==> src/rtl/reg_dump_pkg.sv <==
// rtl/reg_dump_pkg.sv - shared widths and FSM state type for the register-file dump engine
package reg_dump_pkg;
   localparam int ADDR_W   = 5;
   localparam int DATA_W   = 32;
   localparam int NUM_REGS = 32;

   typedef enum logic [1:0] {
      IDLE = 2'd0,
      READ = 2'd1,
      SEND = 2'd2,
      DONE = 2'd3
   } state_t;
endpackage

==> src/rtl/reg_dump_if.sv <==
// rtl/reg_dump_if.sv - spare register-file read port plus the (index, data) beat stream
interface reg_dump_if #(
   parameter int ADDR_W = reg_dump_pkg::ADDR_W,
   parameter int DATA_W = reg_dump_pkg::DATA_W
);
   logic [ADDR_W-1:0] rf_addr;
   logic [DATA_W-1:0] rf_data;
   logic              out_valid;
   logic              out_ready;
   logic [ADDR_W-1:0] out_index;
   logic [DATA_W-1:0] out_data;

   modport master (
      output rf_addr,
      input  rf_data,
      output out_valid,
      input  out_ready,
      output out_index,
      output out_data
   );

   modport slave (
      input  rf_addr,
      output rf_data,
      input  out_valid,
      output out_ready,
      input  out_index,
      input  out_data
   );
endinterface

==> src/rtl/reg_dump.sv <==
// rtl/reg_dump.sv - walks the register file through a spare read port and streams each word plus an XOR checksum
module reg_dump #(
   parameter int NUM_REGS = reg_dump_pkg::NUM_REGS,
   parameter int ADDR_W   = reg_dump_pkg::ADDR_W,
   parameter int DATA_W   = reg_dump_pkg::DATA_W
) (
   input  logic              clk,
   input  logic              reset,
   input  logic              start,
   input  logic              abort,
   output logic              busy,
   output logic              done,
   output logic [DATA_W-1:0] checksum,
   reg_dump_if.master        bus
);
   import reg_dump_pkg::*;

   localparam logic [ADDR_W-1:0] LAST_IDX = ADDR_W'(NUM_REGS - 1);

   state_t            state;
   state_t            state_nxt;
   logic [ADDR_W-1:0] idx;
   logic [ADDR_W-1:0] index_q;
   logic [DATA_W-1:0] data_q;
   logic [DATA_W-1:0] sum_q;
   logic              accept;
   logic              last;

   // abort suppresses acceptance so a cancelled beat never reaches the checksum
   assign accept = (state == SEND) && bus.out_ready && !abort;
   assign last   = (idx == LAST_IDX);

   always_ff @(posedge clk) begin
      if (reset) begin
         state <= IDLE;
      end else begin
         state <= state_nxt;
      end
   end

   always_comb begin
      state_nxt = state;
      if (abort) begin
         state_nxt = IDLE;
      end else begin
         case (state)
            IDLE:    if (start) state_nxt = READ;
            READ:    state_nxt = SEND;
            SEND:    if (bus.out_ready) state_nxt = last ? DONE : READ;
            DONE:    state_nxt = IDLE;
            default: state_nxt = IDLE;
         endcase
      end
   end

   always_comb begin
      bus.rf_addr   = (state == READ) ? idx : '0;
      bus.out_valid = (state == SEND);
      bus.out_index = index_q;
      bus.out_data  = data_q;
      busy          = (state != IDLE);
      done          = (state == DONE);
      checksum      = sum_q;
   end

   always_ff @(posedge clk) begin
      if (reset) begin
         idx     <= '0;
         index_q <= '0;
         data_q  <= '0;
         sum_q   <= '0;
      end else begin
         if (state == IDLE && start && !abort) begin
            idx   <= '0;
            sum_q <= '0;
         end
         if (state == READ && !abort) begin
            data_q  <= bus.rf_data;
            index_q <= idx;
         end
         if (accept) begin
            sum_q <= sum_q ^ data_q;
            if (!last) idx <= idx + ADDR_W'(1);
         end
      end
   end
endmodule
==> src/flat_wrapper.sv <==
// flat-port wrapper written by rule: the top's interface ports become plain ports
module reg_dump_flat import reg_dump_pkg::*;
#(
   parameter int NUM_REGS = reg_dump_pkg::NUM_REGS,
   parameter int ADDR_W   = reg_dump_pkg::ADDR_W,
   parameter int DATA_W   = reg_dump_pkg::DATA_W
)
  (clk, reset, start, abort, busy, done, checksum, bus_rf_addr, bus_rf_data, bus_out_valid, bus_out_ready, bus_out_index, bus_out_data);
  reg_dump_if #(.ADDR_W(ADDR_W), .DATA_W(DATA_W)) bus_i ();
  input  logic clk;
  input  logic reset;
  input  logic start;
  input  logic abort;
  output logic busy;
  output logic done;
  output logic [DATA_W-1:0] checksum;
  output wire logic [$bits(bus_i.rf_addr)-1:0] bus_rf_addr;
  input wire logic [$bits(bus_i.rf_data)-1:0] bus_rf_data;
  output wire logic [$bits(bus_i.out_valid)-1:0] bus_out_valid;
  input wire logic [$bits(bus_i.out_ready)-1:0] bus_out_ready;
  output wire logic [$bits(bus_i.out_index)-1:0] bus_out_index;
  output wire logic [$bits(bus_i.out_data)-1:0] bus_out_data;
  assign bus_rf_addr = bus_i.rf_addr;
  assign bus_i.rf_data = bus_rf_data;
  assign bus_out_valid = bus_i.out_valid;
  assign bus_i.out_ready = bus_out_ready;
  assign bus_out_index = bus_i.out_index;
  assign bus_out_data = bus_i.out_data;
  reg_dump #(.NUM_REGS(NUM_REGS), .ADDR_W(ADDR_W), .DATA_W(DATA_W)) u_core (.clk(clk), .reset(reset), .start(start), .abort(abort), .busy(busy), .done(done), .checksum(checksum), .bus(bus_i));
endmodule
==> config.mk <==
export PLATFORM = sky130hd
export DESIGN_NAME = reg_dump_flat
export DESIGN_NICKNAME = d
export VERILOG_FILES = /design/src/rtl/reg_dump_pkg.sv /design/src/rtl/reg_dump_if.sv /design/src/rtl/reg_dump.sv /design/src/flat_wrapper.sv
export SDC_FILE = /design/constraint.sdc
export NUM_CORES = 1
export LEC_CHECK = 0
export ABC_CLOCK_PERIOD_IN_PS = 4300
export CAP_MARGIN = 40
export CORE_MARGIN = 2
export CORE_UTILIZATION = 48
export DETAILED_ROUTE_END_ITERATION = 7
export HOLD_SLACK_MARGIN = 0.02
export PLACE_DENSITY = 0.95
export SYNTH_ARGS = -nofsm -noshare
export SYNTH_HDL_FRONTEND = slang
export SYNTH_SLANG_ARGS = --single-unit
==> constraint.sdc <==
create_clock -name clk -period 4.3 [get_ports clk]
set_input_delay 0.43 -clock clk [delete_from_list [all_inputs] [get_ports clk]]
set_output_delay 0.43 -clock clk [all_outputs]
set_load 0.005 [all_outputs]
======== Word-level counts from Yosys, hierarchy flattened ========
Index checks and enable logic that the tools add are counted.
storage, ports and cells
  register bits ........................... 76
  output and inout port bits .............. 77
  logic and storage cells ................. 34
  input bits .............................. 37
cells by class
  muxes and demuxes ....................... 10
  add/subtract/negate cells ............... 1
  bitwise logic cells ..................... 1
  eq/ne operators ......................... 6
  reductions and logical operators ........ 11
operator list
  cell                 count
  $mux 32              2
  $xor 32x32->32       1
  $mux 5               4
  $pmux 2 s4           1
  $mux 2               3
  $add 5x1->5 const B  1
  $eq 5x5->1 const B   1
  $logic_and 1x1->1    5
  $eq 2x2->1 const B   2
  $reduce_bool 2->1    2
  $eq 2x1->1 const B   1
  $logic_not 2->1      1
  $ne 2x1->1 const B   1
  $ne 2x2->1 const B   1
  $reduce_and 2->1     1
  $reduce_or 2->1      1
  $logic_not 1->1      1

======== Depth between registers and ports, before layout ========
Gate-level depths: netlist of run 1.
  word-level depth ........................ 6
  depth in mapped cells ................... 6
  depth with buffers taken out ............ 6

======== Worst setup path after synthesis of run 1 ========
No wires, ideal clock.
  kind .................................... register to register
  start ................................... register u_core.idx[0]
  end ..................................... register u_core.idx[2]
  path slack .............................. 2.724 ns
  setup time .............................. 0.121 ns
  data required time ...................... 4.179 ns
  period minus slack after synthesis ...... 1.576 ns
  data arrival time ....................... 1.455 ns
  cell stages (with the launch flop) ...... 6
  path buffers ............................ 0
  cell sequence ........................... dfxtp_1 > ha_1 > and3_1 > ha_1 > nor3b_2 > mux2_2
between the ends
  longest elaborated chain between the ends .. 3
  elaborated cells between the ends (all ways) .. 4
  classes of those cells .................. 1 x add/sub; 1 x eq/ne; 2 x mux
ends and longest elaborated chain
  item                                       RTL line                        RTL
  start: declaration                         reg_dump.sv:22                  logic [ADDR_W-1:0] idx;
  start signal: assignment                   reg_dump.sv:83                  if (!last) idx <= idx + ADDR_W'(1);
  $add 5x1->5 or $eq 5x5->1 (tied branches)  reg_dump.sv:83, reg_dump.sv:31
  $mux 5 *                                   reg_dump.sv:83
  $mux 5 *                                   reg_dump.sv:81                  if (accept) begin
Every way passes the cells marked *; elsewhere a longest branch is shown, timed or not.
A chain may end at the register's enable or synchronous reset.

======== Worst setup path after layout of run 1 ========
  start ................................... input abort
  end ..................................... register u_core.sum_q[14], in the netlist u_core.checksum[14]
between the ends
  longest elaborated chain between the ends .. 3
  elaborated cells between the ends (all ways) .. 5
  classes of those cells .................. 1 x mux; 4 x reduce/logical
ends and longest elaborated chain
  item                                          RTL line                        RTL
  start: declaration                            flat_wrapper.sv:13              input logic abort;
  $logic_not 1->1 *                             reg_dump.sv:30, reg_dump.sv:73
  $logic_and 1x1->1 (on tied branches)          reg_dump.sv:30, reg_dump.sv:73
  $mux 32 or $reduce_bool 2->1 (tied branches)  --
  end signal: assignment                        reg_dump.sv:82                  sum_q <= sum_q ^ data_q;
  end: declaration                              reg_dump.sv:25                  logic [DATA_W-1:0] sum_q;
Marks and branches as above.

==> metrics.txt, run 1 <==
status=finished clean; Critical Path RT=~4500 ps; # resized after CTS=0; final net count=between 500 and 600; CP Max Fanout=69; Post-CTS Setup Inserts=0; total chip power=about 1.5 mW; Pwr per Cell Area=approximately 330 nW/um^2; max_cap viols=0; CP arrival=roughly 2500 ps; critical path's slowest cell=nand4bb_4; initial antenna violation count=0; die span in x=~86 microns; io pins=114; HPWL after DPL=5760 microns; detailed-route via count=around 2900; buffers added on ports=approximately 110; total global routing overflow=0; fin crit share=0.523; critical path cell sequence=clkdlybuf4s50_1 -> nand4bb_4 -> or3_1 -> a21oi_2; Rows=29; CTS tree=built; Max IR drop VDD=0.000221 V; commonest non-fill, non-tap cells in the layout=clkdlybuf4s50_1, dfxtp_1, nand2_1; final setup violation count=0; CTS root buffer=clkbuf_8; CP Launch Type=input port; CTS buffer count=9; hold_buf cts=0; Mapped Cells=380; clk slew on worst S/H paths=~80 ps; core footprint=approximately 6400 sq um; P&R area growth vs syn=43.4%; setup_tns=0 ps; Antenna Nets Post-Route=0; layout cells sized above 1=0.0984; Synth Flop Type=dfxtp_1; Antenna Cells=0; CP max stage delay=roughly 770 ps; clock period minus worst slack=~2200 ps; Post-Synthesis Cell Area=between 3000 and 4000 sq um; Detailed Routing Iterations Pass 1=4; number of H-tree levels=3; Pins Over Slew Limit=0; DRT iter0 DRCs=between 100 and 150; worst-skew pair later-pin latency=around 320 ps; Seq/Total Area, Yosys=0.477; placed cell count=549; P_leak=~1.5 nW; die area=approximately 7300 sq um; commonest non-fill, non-tap cell in the layout=clkdlybuf4s50_1; Initial Util=0.500; min-delay worst type=reg2reg; number of synthesized flops with an enable pin=0; TritonCTS Sinks=76; Synth Register Bits=76; worst rel slew slack=0.412; fmax=roughly 450 MHz; critical path class=in2reg; largest net degree at the start of global routing=70; Layout Cells excl Fill=between 500 and 600; Worst setup EP type=flip-flop; Async SR Flop Fraction=0; Hold Fails Final Rpt=0; vias per cell=5.18; Mapped Nets=420; DRC violations left=0; routed len/inst=between 10 and 15 microns; overall routing resource usage=0.210; Slew @ Worst Pin=882 ps; number of global-route vias before repair=2713; Die H=around 86 microns; gpl congestion=~0.76; Syn Area/Cell=roughly 8.4 sq um; Post-Route Skew=9.61 ps; Synth cell types=39; Routed WL=8020 microns; first-pass GRT wire length=12500 microns; unrepaired setup endpoints after global routing=no; CTS max path bufs=2; YS warnings=0
## critical path: cells and delay by family
kind / cells / cell delay, ps
buf+inv: 1 / 530
simple gates: 2 / 1350
compound gates: 1 / 150
## flip-flops by register name, summed over array words and instances (netlist names)
register and cells:
u_core.idx 5, u_core.checksum 32, u_core.bus.out_data 32, u_core.state 2, u_core.bus.out_index 5
## per-stage QoR
step                utilization  hold WS [ps]  setup slack, ps  instance area [sq um]
finish                    0.716           464             2050                   4580
global route              0.716           480             1860                   4580
CTS                       0.716           468             2050                   4580
detailed placement        0.675           457             1690                   4310
global placement          0.671           442             1820                   4280
floorplan                     -           453             2720                   3190
## where the power goes
part | total (mW) | leakage, nW | switching, mW | internal (mW)
clock | 0.709 | 0.131 | 0.248 | 0.461
sequential | 0.717 | 0.613 | 0.00664 | 0.710
combinational | 0.0913 | 0.716 | 0.0411 | 0.0503
total | 1.52 | 1.46 | 0.295 | 1.22
## synthesized netlist by cell type (2+ instances only)
| cell type | n | area (sq um) |
|---|---|---|
| dfxtp_1 | 76 | 1520 |
| nand2_1 | 74 | 278 |
| a21oi_1 | 50 | 250 |
| inv_1 | 32 | 120 |
| or3_1 | 32 | 200 |
| o21ai_0 | 31 | 155 |
| a21oi_2 | 20 | 175 |
| buf_2 | 7 | 35.0 |
| clkbuf_1 | 7 | 26.3 |
| and2_1 | 6 | 37.5 |
| buf_6 | 5 | 56.3 |
| nor2_1 | 5 | 18.8 |
| ha_1 | 3 | 37.5 |
| nand2b_1 | 3 | 18.8 |
| a31o_2 | 2 | 17.5 |
| clkbuf_2 | 2 | 10.0 |
| nor3b_1 | 2 | 15.0 |
| nor4b_1 | 2 | 17.5 |
## layer usage
layer / track usage / part of all wire / vias up
li1: - / - / 1471
met1: 0.248 / 0.40 / 1355
met2: 0.391 / 0.54 / 95
met3: 0.0404 / 0.057 / 5
met4: 0.0534 / 0.0045 / 0
met5: 0 / 0 / -
## path summary, 6_finish.rpt
| kind | start | to | slack (ps) | cells after the start |
|---|---|---|---|---|
| min | u_core.bus.out_index[3] | u_core.bus.out_index[3] | 460 | 2 |
| max reg2reg | u_core.state[1] | u_core.checksum[14] | 2280 | 3 |
| max | abort | u_core.checksum[14] | 2050 | 4 |
| min reg2reg | u_core.bus.out_index[3] | u_core.bus.out_index[3] | 460 | 2 |
## kinds of logic after synthesis
logic type	synth area share
flops	0.477
fa+ha+maj	0.0118
simple gates	0.232
mux	0.00706
buf+inv	0.0811
compound gates	0.192
## cell type report
class                   instances  area (sq um)
multi-input cells             249          1410
clock buffers                  12           145
inverters                      32           120
fillers                       486          1810
repair buffers                115          1160
flip-flops and latches         76          1520
well taps                      77          96.3
clock inverters                 4           120
Power figures use the tool's default switching activity.
==> inputs of run 2 (changes only) <==
Settings changed: ABC_CLOCK_PERIOD_IN_PS 4300 to 1800, CORE_UTILIZATION 48 to 40, PLACE_DENSITY 0.95 to 0.87.
Clock period 4.3 ns to 1.8 ns, I/O delays scaled along.
==> run 2 against run 1 <==
  * Total power rose by 110%
  * Sequential power up 140%
  * Non-clock buffer count up 16
  * Setup slack worse by 2000 ps
  * Die area is 19% higher
  * Register-to-register slack got worse by 2100 ps
  * Cell area grew 2.6%
  * Largest power group unchanged
  * Via count grew 3.0%
  * Critical path type is now reg2out
  * Sequential cell count unchanged
  * Hold slack got worse by 260 ps
  * Critical endpoint is now bus_rf_addr[0]
==> metrics.txt, run 2 (synthesis gave the netlist of run 1 again) <==
vias per cell=~5.0; DRC violations left=0; gpl congestion=between 0.7 and 0.8; P_leak=between 1.5 and 2 nW; CTS root buffer=clkbuf_8; CTS tree=built; Antenna Cells=0; core footprint=7730 sq um; fin crit share=0.978; status=finished clean; commonest non-fill, non-tap cell in the layout=clkdlybuf4s50_1; Hold Fails Final Rpt=0; commonest non-fill, non-tap cells in the layout=clkdlybuf4s50_1, nand2_1, dfxtp_1; CP arrival=approximately 1600 ps; Max IR drop VDD=~0.00033 V; largest net degree at the start of global routing=35; P&R area growth vs syn=47.1%; die area=about 8700 sq um; Post-Route Skew=about 13 ps; final setup violation count=0; CP Launch Type=flip-flop; CTS buffer count=9; setup_tns=0 ps; first-pass GRT wire length=approximately 13000 microns; fillers=approximately 630; io pins=114; Worst setup EP type=output port; worst rel slew slack=0.801; Initial Util=0.413; critical path class=reg2out; clock period minus worst slack=1760 ps; critical path's slowest cell=clkdlybuf4s50_1; final net count=between 500 and 600; Critical Path RT=between 1500 and 2000 ps; Antenna Nets Post-Route=0; layout cells sized above 1=0.139; Routed WL=about 8100 microns; RR Startpoint=u_core.idx[0]; Pins Over Slew Limit=0; end of the worst hold path=u_core.bus.out_data[1]; initial antenna violation count=0; total chip power=3.17 mW; worst-skew pair later-pin latency=between 300 and 400 ps; clk slew on worst S/H paths=about 80 ps; die span in x=93.3 microns; detailed-route via count=between 3000 and 4000; min-delay worst type=in2reg; routed len/inst=roughly 13 microns; R2R Path End=u_core.idx[2]; WHS=~210 ps; fmax=~570 MHz; Hold Crit Depth=2; CP Max Fanout=5; buffers added on ports=113; max_cap viols=0; Reg2Reg Depth=5; hold_buf cts=0; critical path cell sequence=and2b_2 -> and2_1 -> clkdlybuf4s50_1; DRT iter0 DRCs=between 60 and 70; Detailed Routing Iterations Pass 1=5; Rows=32; Die H=between 90 and 100 microns; TritonCTS Sinks=76; CTS max path bufs=2; Pwr per Cell Area=675 nW/um^2; overall routing resource usage=0.191; reg-to-reg slack, setup=between 100 and 150 ps; number of H-tree levels=3; total global routing overflow=0; Hold Crit Start=reset; Slew @ Worst Pin=around 300 ps; number of global-route vias before repair=just under 3000; HPWL after DPL=approximately 6000 microns; CP max stage delay=about 490 ps
## run 2: cell count changes in the layout (fill, tap and decap cells not counted), sizes merged
cell / change
clkbuf: -1
dlymetal6s2s: +3
dlygate4sd2: +2
clkdlybuf4s50: -5
buf: +16
clkinv: +3
clkinvlp: +1
bufinv: -4
inv: +1
## run 2: metrics by stage
| stage | util | cell area, sq um | setup slack, ps | instances |
|---|---|---|---|---|
| 2_1_floorplan | - | 3190 | 224 | 380 |
| 3_3_place_gp | 0.578 | 4470 | 115 | 587 |
| 3_5_place_dp | 0.578 | 4470 | 54.6 | 587 |
| 4_1_cts | 0.604 | 4670 | 3.50 | 604 |
| 5_1_grt | 0.608 | 4690 | -6.22 | 606 |
| 6_report | 0.608 | 4690 | 39.5 | 606 |
## run 2: where the power goes
part	internal [mW]	total [mW]	switching, mW
Sequential	1.69	1.71	0.0144
Combinational	0.141	0.245	0.103
Clock	0.579	1.22	0.637
## run 2: final cells by class
type                       count  area (sq um)  share of cell area
clock inverter                 5          35.0             0.00746
multi-input combinational    249          1420               0.301
timing repair buffer         131          1320               0.280
tap                          102           128              0.0272
inverter                      32           120              0.0256
clock buffer                  11           151              0.0322
sequential                    76          1530               0.326
## run 2: worst max path at each step
stage,start,endpoint,cells past startpoint
floorplan,u_core.idx[0],u_core.idx[2],5
global placement,bus_out_ready,u_core.checksum[15],5
detailed placement,abort,u_core.checksum[13],5
CTS,u_core.state[1],bus_rf_addr[2],3
global route,u_core.state[1],bus_rf_addr[0],3
finish,u_core.state[1],bus_rf_addr[0],3
## run 2: layer usage
layer | up-vias | share of wire | track usage
li1 | 1508 | - | -
met1 | 1415 | 0.40 | 0.211
met2 | 81 | 0.55 | 0.351
met3 | 10 | 0.042 | 0.0524
met4 | 0 | 0.012 | 0.0600
met5 | - | 0 | 0
## run 2: worst max-delay path: cells and delay by family (launching register included)
kind	cells	cell delay (ps)
flip-flops	1	370
AND/OR/NAND/NOR	2	390
buffers and inverters	1	490
## run 2: what timing repair did
action	CTS	global route
resized for setup	6	5
endpoints found under the setup margin	7	5
setup buffers	1	2
==> inputs of run 3 (changes only) <==
Settings changed: CELL_PAD_IN_SITES_DETAIL_PLACEMENT set to 0, CELL_PAD_IN_SITES_GLOBAL_PLACEMENT set to 1, CORE_ASPECT_RATIO set to 0.75, CORE_UTILIZATION 40 to 29, PLACE_DENSITY 0.87 to not set, PLACE_DENSITY_LB_ADDON set to 0.25.
==> run 3 against run 2 <==
  * Hold slack improved by 62 ps
  * Sequential power barely moved
  * Critical path depth did not move
  * Setup slack improved by 6.7 ps
  * Final cell count rose by 6.1%
  * Count of clock-buffer cells in the layout did not move
  * Non-clock buffer count did not move
==> metrics.txt, run 3 (synthesis gave the netlist of run 1 again) <==
fin crit share=0.974; number of global-route vias before repair=2690; status=finished clean; worst setup margin=approximately 46 ps; buffers added on ports=~110; CP arrival=approximately 1600 ps; CP Max Fanout=8; Critical Path RT=about 1600 ps; Routed WL=roughly 8300 microns; CTS max path bufs=2; final instance area=about 5000 sq um; Sw Share=0.213; dpl ws=between 80 and 90 ps; commonest non-fill, non-tap cells in the layout=clkdlybuf4s50_1, nand2_1, dfxtp_1; gpl congestion=about 0.79; hold_buf cts=0; die span in x=between 100 and 150 microns; CTS buffer count=9; total global routing overflow=0; TritonCTS Sinks=between 70 and 80; final setup violation count=0; critical path class=reg2out; Antenna Nets Post-Route=0; final net count=539; Slew @ Worst Pin=between 300 and 400 ps; Combinational Power Share=0.067; HPWL after DPL=around 5900 microns; overall routing resource usage=0.142; io pins=approximately 110; WHS=between 200 and 300 ps; Pins Over Slew Limit=0; worst-skew pair later-pin latency=between 300 and 400 ps; Detailed Routing Iterations Pass 1=5; CTS root buffer=clkbuf_16; DRC violations left=0; CTS tree=built; vias per cell=between 4 and 5; Die H=~95 microns; Worst setup EP type=output port; unrepaired setup endpoints after global routing=no; number of H-tree levels=3; commonest non-fill, non-tap cell in the layout=clkdlybuf4s50_1; core footprint=between 10000 and 15000 sq um; fmax=between 500 and 600 MHz; DRT iter0 DRCs=69; clock share of power=0.475; sequential power share=0.458; Pwr per Cell Area=768 nW/um^2; Antenna Cells=0; layout cells sized above 1=0.133; die area=approximately 12000 sq um; Hold Fails Final Rpt=0; detailed-route via count=~2900; first-pass GRT wire length=around 13000 microns; setup_tns=0 ps; P&R area growth vs syn=52.4%; Switch Pwr=roughly 0.8 mW; placement-stage cell area=about 4500 sq um; clk slew on worst S/H paths=around 60 ps; max_cap viols=0; worst rel slew slack=0.759; Rows=33; P_leak=1.64 nW; clock period minus worst slack=1750 ps; initial antenna violation count=0; largest net degree at the start of global routing=39; CP Launch Type=flip-flop; routed len/inst=12.9 microns; Initial Util=0.295; min-delay worst type=in2reg; Post-Route Skew=around 6.1 ps; Max IR drop VDD=about 0.00053 V; Internal=around 3 mW
## run 3: worst paths after layout
path / cells past startpoint / to / slack [ps] / start
min reg2reg: 2 / u_core.bus.out_index[3] / 460 / u_core.bus.out_index[3]
min: 3 / u_core.bus.out_data[23] / 270 / reset
max reg2reg: 5 / u_core.idx[2] / 160 / u_core.idx[0]
max: 3 / bus_rf_addr[4] / 50 / u_core.state[1]
## run 3: metal layers
| layer | GRT usage | part of all wire |
|---|---|---|
| met3 | 0.0493 | 0.068 |
| met1 | 0.196 | 0.52 |
| met4 | 0.0500 | 0.011 |
| met2 | 0.207 | 0.40 |
| met5 | 0 | 0 |
## run 3: power groups by stage
stage               clock network (mW)  registers (mW)  logic (mW)
floorplan                            0            1.75      0.0942
global placement                     0            1.75       0.246
detailed placement                   0            1.75       0.247
CTS                               1.84            1.71       0.249
global route                      1.89            1.71       0.271
finish                            1.77            1.71       0.249
## run 3: what timing repair did
item,CTS,global route
setup endpoints to repair,5,5
resized for setup,4,5
endpoints found under the hold margin,0,0
buffers inserted,0,3
## run 3: through the flow
step,cells,power (mW),util
after global routing,643,3.88,0.450
after global placement,625,2.00,0.419
after detailed placement,625,2.00,0.419
after CTS,640,3.80,0.446
after floorplan,380,1.84,-
final,643,3.74,0.450
## run 3: final cells by class
type	count	area, sq um
Sequential cell	76	1530
Clock inverter	4	50.0
Inverter	32	120
Multi-Input combinational cell	249	1410
Tap cell	140	175
Clock buffer	11	243
Timing Repair Buffer	131	1330
Fill cell	1060	5950
## run 3: critical path, stage by stage, from the launching register on
cell and delay (ps):
dfxtp_4 370, and2b_2 240, and2_1 130, clkdlybuf4s50_1 500
